### src/rtl/mc_ahb_csr_master.sv
// Single-outstanding AHB master for the memory controller CSR slave port.
// Turns valid/ready requests into SINGLE NONSEQ word transfers and reports the completion status.
module mc_ahb_csr_master #(
    parameter int unsigned TIMEOUT_CYCLES = 256,
    parameter int unsigned MAX_RETRY      = 4
) (
    input  logic        clk,
    input  logic        rst,
    input  logic        i_req_valid,
    output logic        o_req_ready,
    input  logic        i_req_write,
    input  logic [31:0] i_req_addr,
    input  logic [31:0] i_req_wdata,
    output logic        o_rsp_valid,
    output logic [31:0] o_rsp_rdata,
    output logic        o_rsp_err,
    output logic        o_rsp_timeout,
    output logic [31:0] o_ahb_haddr,
    output logic        o_ahb_hwrite,
    output logic [31:0] o_ahb_hwdata,
    output logic [1:0]  o_ahb_htrans,
    output logic [2:0]  o_ahb_hsize,
    output logic [2:0]  o_ahb_hburst,
    output logic        o_ahb_hsel,
    output logic        o_ahb_hreadyin,
    input  logic        i_ahb_hready,
    input  logic [31:0] i_ahb_hrdata,
    input  logic [1:0]  i_ahb_hresp,
    input  logic        i_ahb_hgrant
);

    localparam int unsigned TMO_W = $clog2(TIMEOUT_CYCLES + 1);
    localparam int unsigned RTY_W = (MAX_RETRY > 0) ? $clog2(MAX_RETRY + 1) : 1;

    localparam logic [1:0] HTRANS_IDLE   = 2'b00;
    localparam logic [1:0] HTRANS_NONSEQ = 2'b10;
    localparam logic [1:0] HRESP_OKAY    = 2'b00;
    localparam logic [1:0] HRESP_RETRY   = 2'b10;

    typedef enum logic [1:0] {
        ST_IDLE,
        ST_ADDR,
        ST_DATA,
        ST_RESP
    } state_t;

    state_t            state_q, state_d;
    logic [TMO_W-1:0]  tmo_q, tmo_d;
    logic [RTY_W-1:0]  rty_q, rty_d;
    logic [31:0]       wdata_q, wdata_d;

    logic        req_ready_d, rsp_valid_d, rsp_err_d, rsp_timeout_d;
    logic        hwrite_d, hsel_d;
    logic [31:0] rsp_rdata_d, haddr_d, hwdata_d;
    logic [1:0]  htrans_d;

    assign o_ahb_hsize    = 3'b010;
    assign o_ahb_hburst   = 3'b000;
    assign o_ahb_hreadyin = i_ahb_hready;

    // Next-state and next-output logic; every output register holds unless changed here.
    always_comb begin
        state_d       = state_q;
        tmo_d         = tmo_q;
        rty_d         = rty_q;
        wdata_d       = wdata_q;
        rsp_rdata_d   = o_rsp_rdata;
        rsp_err_d     = o_rsp_err;
        rsp_timeout_d = o_rsp_timeout;
        haddr_d       = o_ahb_haddr;
        hwrite_d      = o_ahb_hwrite;
        hwdata_d      = o_ahb_hwdata;
        htrans_d      = o_ahb_htrans;
        hsel_d        = o_ahb_hsel;

        case (state_q)
            ST_IDLE: begin
                if (i_req_valid && o_req_ready) begin
                    state_d  = ST_ADDR;
                    rty_d    = '0;
                    wdata_d  = i_req_wdata;
                    haddr_d  = i_req_addr & 32'hFFFF_FFFC;
                    hwrite_d = i_req_write;
                    htrans_d = HTRANS_NONSEQ;
                    hsel_d   = 1'b1;
                end
            end
            ST_ADDR: begin
                if (i_ahb_hready && i_ahb_hgrant) begin
                    state_d  = ST_DATA;
                    htrans_d = HTRANS_IDLE;
                    hsel_d   = 1'b0;
                    hwdata_d = o_ahb_hwrite ? wdata_q : 32'h0;
                    tmo_d    = '0;
                end
            end
            ST_DATA: begin
                if (i_ahb_hready) begin
                    if (i_ahb_hresp == HRESP_OKAY) begin
                        state_d       = ST_RESP;
                        rsp_rdata_d   = o_ahb_hwrite ? 32'h0 : i_ahb_hrdata;
                        rsp_err_d     = 1'b0;
                        rsp_timeout_d = 1'b0;
                    end else if (i_ahb_hresp == HRESP_RETRY && rty_q < RTY_W'(MAX_RETRY)) begin
                        // Reissue the identical address phase; haddr/hwrite were never changed.
                        state_d  = ST_ADDR;
                        rty_d    = rty_q + RTY_W'(1);
                        htrans_d = HTRANS_NONSEQ;
                        hsel_d   = 1'b1;
                    end else begin
                        state_d       = ST_RESP;
                        rsp_rdata_d   = 32'h0;
                        rsp_err_d     = 1'b1;
                        rsp_timeout_d = 1'b0;
                    end
                end else if (tmo_q == TMO_W'(TIMEOUT_CYCLES - 1)) begin
                    state_d       = ST_RESP;
                    tmo_d         = tmo_q + TMO_W'(1);
                    rsp_rdata_d   = 32'h0;
                    rsp_err_d     = 1'b1;
                    rsp_timeout_d = 1'b1;
                    hwdata_d      = 32'h0;
                end else begin
                    tmo_d = tmo_q + TMO_W'(1);
                end
            end
            ST_RESP: begin
                state_d = ST_IDLE;
            end
            default: begin
                state_d = ST_IDLE;
            end
        endcase

        req_ready_d = (state_d == ST_IDLE);
        rsp_valid_d = (state_d == ST_RESP);
    end

    // State, counters and all registered outputs.
    always_ff @(posedge clk) begin
        if (rst) begin
            state_q       <= ST_IDLE;
            tmo_q         <= '0;
            rty_q         <= '0;
            wdata_q       <= 32'h0;
            o_req_ready   <= 1'b0;
            o_rsp_valid   <= 1'b0;
            o_rsp_rdata   <= 32'h0;
            o_rsp_err     <= 1'b0;
            o_rsp_timeout <= 1'b0;
            o_ahb_haddr   <= 32'h0;
            o_ahb_hwrite  <= 1'b0;
            o_ahb_hwdata  <= 32'h0;
            o_ahb_htrans  <= HTRANS_IDLE;
            o_ahb_hsel    <= 1'b0;
        end else begin
            state_q       <= state_d;
            tmo_q         <= tmo_d;
            rty_q         <= rty_d;
            wdata_q       <= wdata_d;
            o_req_ready   <= req_ready_d;
            o_rsp_valid   <= rsp_valid_d;
            o_rsp_rdata   <= rsp_rdata_d;
            o_rsp_err     <= rsp_err_d;
            o_rsp_timeout <= rsp_timeout_d;
            o_ahb_haddr   <= haddr_d;
            o_ahb_hwrite  <= hwrite_d;
            o_ahb_hwdata  <= hwdata_d;
            o_ahb_htrans  <= htrans_d;
            o_ahb_hsel    <= hsel_d;
        end
    end

endmodule
### config.mk
export PLATFORM = sky130hd
export DESIGN_NAME = mc_ahb_csr_master
export DESIGN_NICKNAME = d
export VERILOG_FILES = /design/src/rtl/mc_ahb_csr_master.sv
export SDC_FILE = /design/constraint.sdc
export NUM_CORES = 1
export LEC_CHECK = 0
export ABC_AREA = 1
export ABC_CLOCK_PERIOD_IN_PS = 2300
export BUFFER_PORTS_ARGS = -buffer_cell sky130_fd_sc_hd__buf_2
export CORE_ASPECT_RATIO = 0.5
export CORE_MARGIN = 2
export CORE_UTILIZATION = 40
export DETAILED_ROUTE_END_ITERATION = 8
export GPL_ROUTABILITY_DRIVEN = 1
export PLACE_DENSITY = 0.64
export SYNTH_ARGS = -nofsm -noshare
export SYNTH_HDL_FRONTEND = slang
export SYNTH_SLANG_ARGS = --single-unit
### constraint.sdc
create_clock -name clk -period 2.3 [get_ports clk]
set_input_delay 0.23 -clock clk [delete_from_list [all_inputs] [get_ports clk]]
set_output_delay 0.23 -clock clk [all_outputs]
set_load 0.02 [all_outputs]
==> results <==
- The run finished with clean final reports.
- The tree is rooted in a clkbuf_16.
- Counting flops with an async set or reset pin after synthesis yields a share of 0%.
- The area growth from synthesis to layout is 30.47%.
- The antenna diode count is 0.
- In this run the core area contains 30 standard-cell rows.
- Yosys mapped a number of flops with a built-in enable equal to 0.
- The initial DRC count is 278.
- After Yosys synthesis, XOR and XNOR cells account for 0.1521% of the synthesized area.
- The min-delay analysis places its worst path in the category input port to flip-flop.
- The most common cell in the synthesized netlist is nor2_1.
- After layout, the minimum clock period comes to 2.059 ns.
- The worst hold slack is 0.07735 ns.
- After floorplanning, the core was sized to cover 0.01381 mm².
- Excluding fillers, the count of instances in the completed layout stands at ~1.1k.
- The height of the die is about 90 µm.
- The number of nets with antenna violations after routing is 0.
- The final worst slack is roughly 0.24 ns.
- The mean instance size in the synthesized netlist is 7.696 µm².
- The dominant combinational cell family by area after synthesis is simple AND/OR/NAND/NOR gates.
- The worst setup path is captured at a flip-flop.
- The count of state elements after synthesis is 146.
- Following the worst setup path forward leads to its endpoint at o_ahb_hwdata[13].
- The total wirelength of the detailed-routed design is 14520 µm.
- Of all nets on the critical path, the largest fanout is 6.
- The worst reg-to-reg setup slack is around 0.24 ns.
- The portion of the post-synthesis area used by sequential elements is 50.77%.
- Across the run, the number of max-cap violations was 0.
- The number of library cell types mapped by synthesis is 29.
- Summing the areas of all compound-gate instances in the mapped netlist gives 15.47% of the synthesized area.
- The worst register-to-register path begins at tmo_q[1].
- The setup TNS is 0 ns.
- roughly 220 I/O pins were placed.
- The pin count of the biggest net entering global routing is a little over 100.
- The number of failing hold endpoints at the final stage is 0.
- The number of antenna violations at the first check in global routing is 0.
- In the synthesized netlist the dominant register cell turns out to be dfxtp_1.
- On the final layout, the worst clock skew is 0.01283 ns.
- The clock latency of the later-clocked register in the worst-skew pair is roughly 0.4 ns.
- The port buffer count is 203.
- For the worst flop-to-flop path, the logic depth is 14.
- The synthesized area is between 0.005 and 0.006 mm².
- In the synthesized netlist, the cells that appear most often are nor2_1, dfxtp_1, o21ai_0, a21oi_1, nand2_1.
- Before antenna repair, the detailed router went through 4 iterations.
- The fraction of post-synthesis cell area in the top cell type by area is slightly above 50%.
- STA classifies the critical path startpoint as a flip-flop.
- The timing startpoint of the critical path is tmo_q[1].
- Across all layers, the routed design uses approximately 5.3k vias.
- After Yosys synthesis, and, or, nand and nor cells account for 23.21% of the synthesized area.
- The count of endpoints failing setup in the final report is 0.
- In the routed design, unresolved DRC markers number 0.
- From left edge to right edge, the die measures 173.7 µm.
- The register clock-pin slew on the reported worst setup and hold paths is 0.06 ns.
- The via count of the first global-routing pass is 4814.
- The number of buffers on the longest clock path is 2.
- The H-tree depth reported by CTS is 4.
- In this run the cell area measured after placement is ~0.0069 mm².
- Routability-driven placement finished with a final weighted congestion of 0.7695.
- The classification of the worst setup path is flip-flop to flip-flop.
- The half-perimeter wire length after placement is 9640 µm.
- The leakage dissipation is about 3.4 nW.
- The maximum clock frequency is 0.4857 GHz.
- VDD sags by at most 0.0004589 V.
- The setup slack at placement is about 0.14 ns.
- After layout, the worst path uses 89.53% of the clock period.
- The total clock sinks is about 150.
- The multiplexer area fraction after synthesis is 0%.
- The final count of pins violating max slew is 0.
- dfxtp_1 takes more of the synthesized area than any other cell.
- The finished cells cover around 0.0075 mm².
- The number of nets in the finished design is 1042.
- For this design the ratio of total power to cell area is slightly below 900 mW/mm².
- The overall die area is 0.01543 mm².
- Hold repair after CTS inserted 0 buffers.
- By area the synthesized netlist is led by dfxtp_1, nor2_1, o21ai_0.
- Dividing the detail-routed via count by the number of cells gives about 4.7.
- The post-synthesis share of cell area spent on full adders, half adders and majority gates is less than 1%.
- The count of mapped cells out of synthesis is 748.
- The capturing point of the worst reg2reg path is o_ahb_hwdata[13].
- The power consumption is 6.665 mW.
- The signal arrival time at the worst endpoint is 2.35 ns.
- In the final layout, the share of cells above drive strength 1 is between 20 and 30%.
- Setup repair after global routing left no endpoint under its margin.
- In the final routed layout, each cell accounts on average for 12.74 µm.
- The Yosys step of the flow raised 0 warnings.
- The number of CTS-inserted buffers is 17.
- For this run, the share of the core covered by cells in the final layout is 54.37%.
- Global routing consumed, over all layers together, around a fifth of the routing resources.
- TritonCTS built the clock tree.
- The remaining global-route overflow is 0.
- The count of placed standard cells including taps is 1106.
- The global-route wire length before repair is 23230 µm.
- The effective utilization at floorplan is 41.68%.
- At the worst endpoint, the required time is between 2 and 3 ns.
## cell type report
class                           instances  area [µm²]
Clock buffer                           20       446.7
Multi-Input combinational cell        498        2336
Tap cell                              192       240.2
Inverter                               52       197.7
Fill cell                            1418        6302
Sequential cell                       146        2924
Clock inverter                         12       156.4
Timing Repair Buffer                  220        1210
## flip-flops by register name, indices dropped and copies added (netlist names), 2 cells and up
signal        cells
tmo_q             9
wdata_q          32
o_ahb_haddr      30
rty_q             3
o_ahb_hwdata     32
state_q           2
o_rsp_rdata      32
## worst min path at each step
stage                         startpoint               to  slack, ns  cells past startpoint
final                     i_req_addr[16]  o_ahb_haddr[16]       0.08                      3
after global routing      i_req_addr[28]  o_ahb_haddr[28]       0.07                      3
after global placement       wdata_q[14]      wdata_q[14]       0.44                      2
after floorplan           i_req_addr[24]  o_ahb_haddr[24]       0.39                      2
after detailed placement        rty_q[2]         rty_q[2]       0.44                      2
after CTS                 i_req_addr[16]  o_ahb_haddr[16]       0.06                      3
## logic make-up after synthesis
kind of cell | after synthesis
simple gates | 307
compound gates | 177
flops | 146
buf+inv | 112
fa+ha+maj | 3
other cells | 2
xor+xnor | 1
## critical path, cell delays in order (launching register included)
cell and delay [ns]:
dfxtp_1 0.35, ha_1 0.18, nand2_1 0.07, inv_1 0.07, nand2_1 0.05, nor2_1 0.11
nand2_1 0.08, nor2_1 0.10, ha_2 0.21, nand2_4 0.08, nand2_4 0.10, nand3_4 0.15
buf_4 0.20, o21ai_0 0.15, nor2_1 0.05
## where the power goes
group | switching (mW) | internal (mW)
sequential | 0.0876 | 2.73
clock | 1.07 | 1.74
combinational | 0.665 | 0.368
total | 1.83 | 4.84
## layer usage
layer / global-route usage (%) / share of wire [%] / vias to the layer above
li1: - / - / 2787
met1: 23.42 / 47 / 2395
met2: 31.85 / 46 / 128
met3: 5.670 / 6.0 / 12
met4: 4.889 / 1.0 / 0
met5: 0 / 0 / -
## cells in the final DEF, fill, tap and decap left out, types with 2 or more instances in the layout
cell type / synthesis / routed
nand3_2: 1 / 2
ha_1: 3 / 2
clkbuf_16: 0 / 17
nand4_1: 36 / 36
bufinv_16: 0 / 3
clkinvlp_4: 0 / 4
clkbuf_1: 20 / 2
nor2_1: 185 / 184
nor2_2: 1 / 2
inv_2: 2 / 3
nand2_4: 4 / 4
nand2_1: 65 / 65
dfxtp_1: 146 / 145
conb_1: 2 / 9
buf_4: 17 / 11
inv_1: 49 / 48
nand2_2: 3 / 2
clkinv_2: 0 / 2
buf_2: 16 / 203
o21ai_0: 93 / 89
buf_12: 0 / 5
nand3_1: 7 / 7
inv_6: 0 / 2
a21oi_1: 74 / 74
o21ai_1: 9 / 13
## what timing repair did
action / in CTS / in global routing
resized for setup: 0 / 9
setup endpoints to repair: 0 / 67
buffers inserted: 0 / 1
Power figures use the tool's default switching activity.
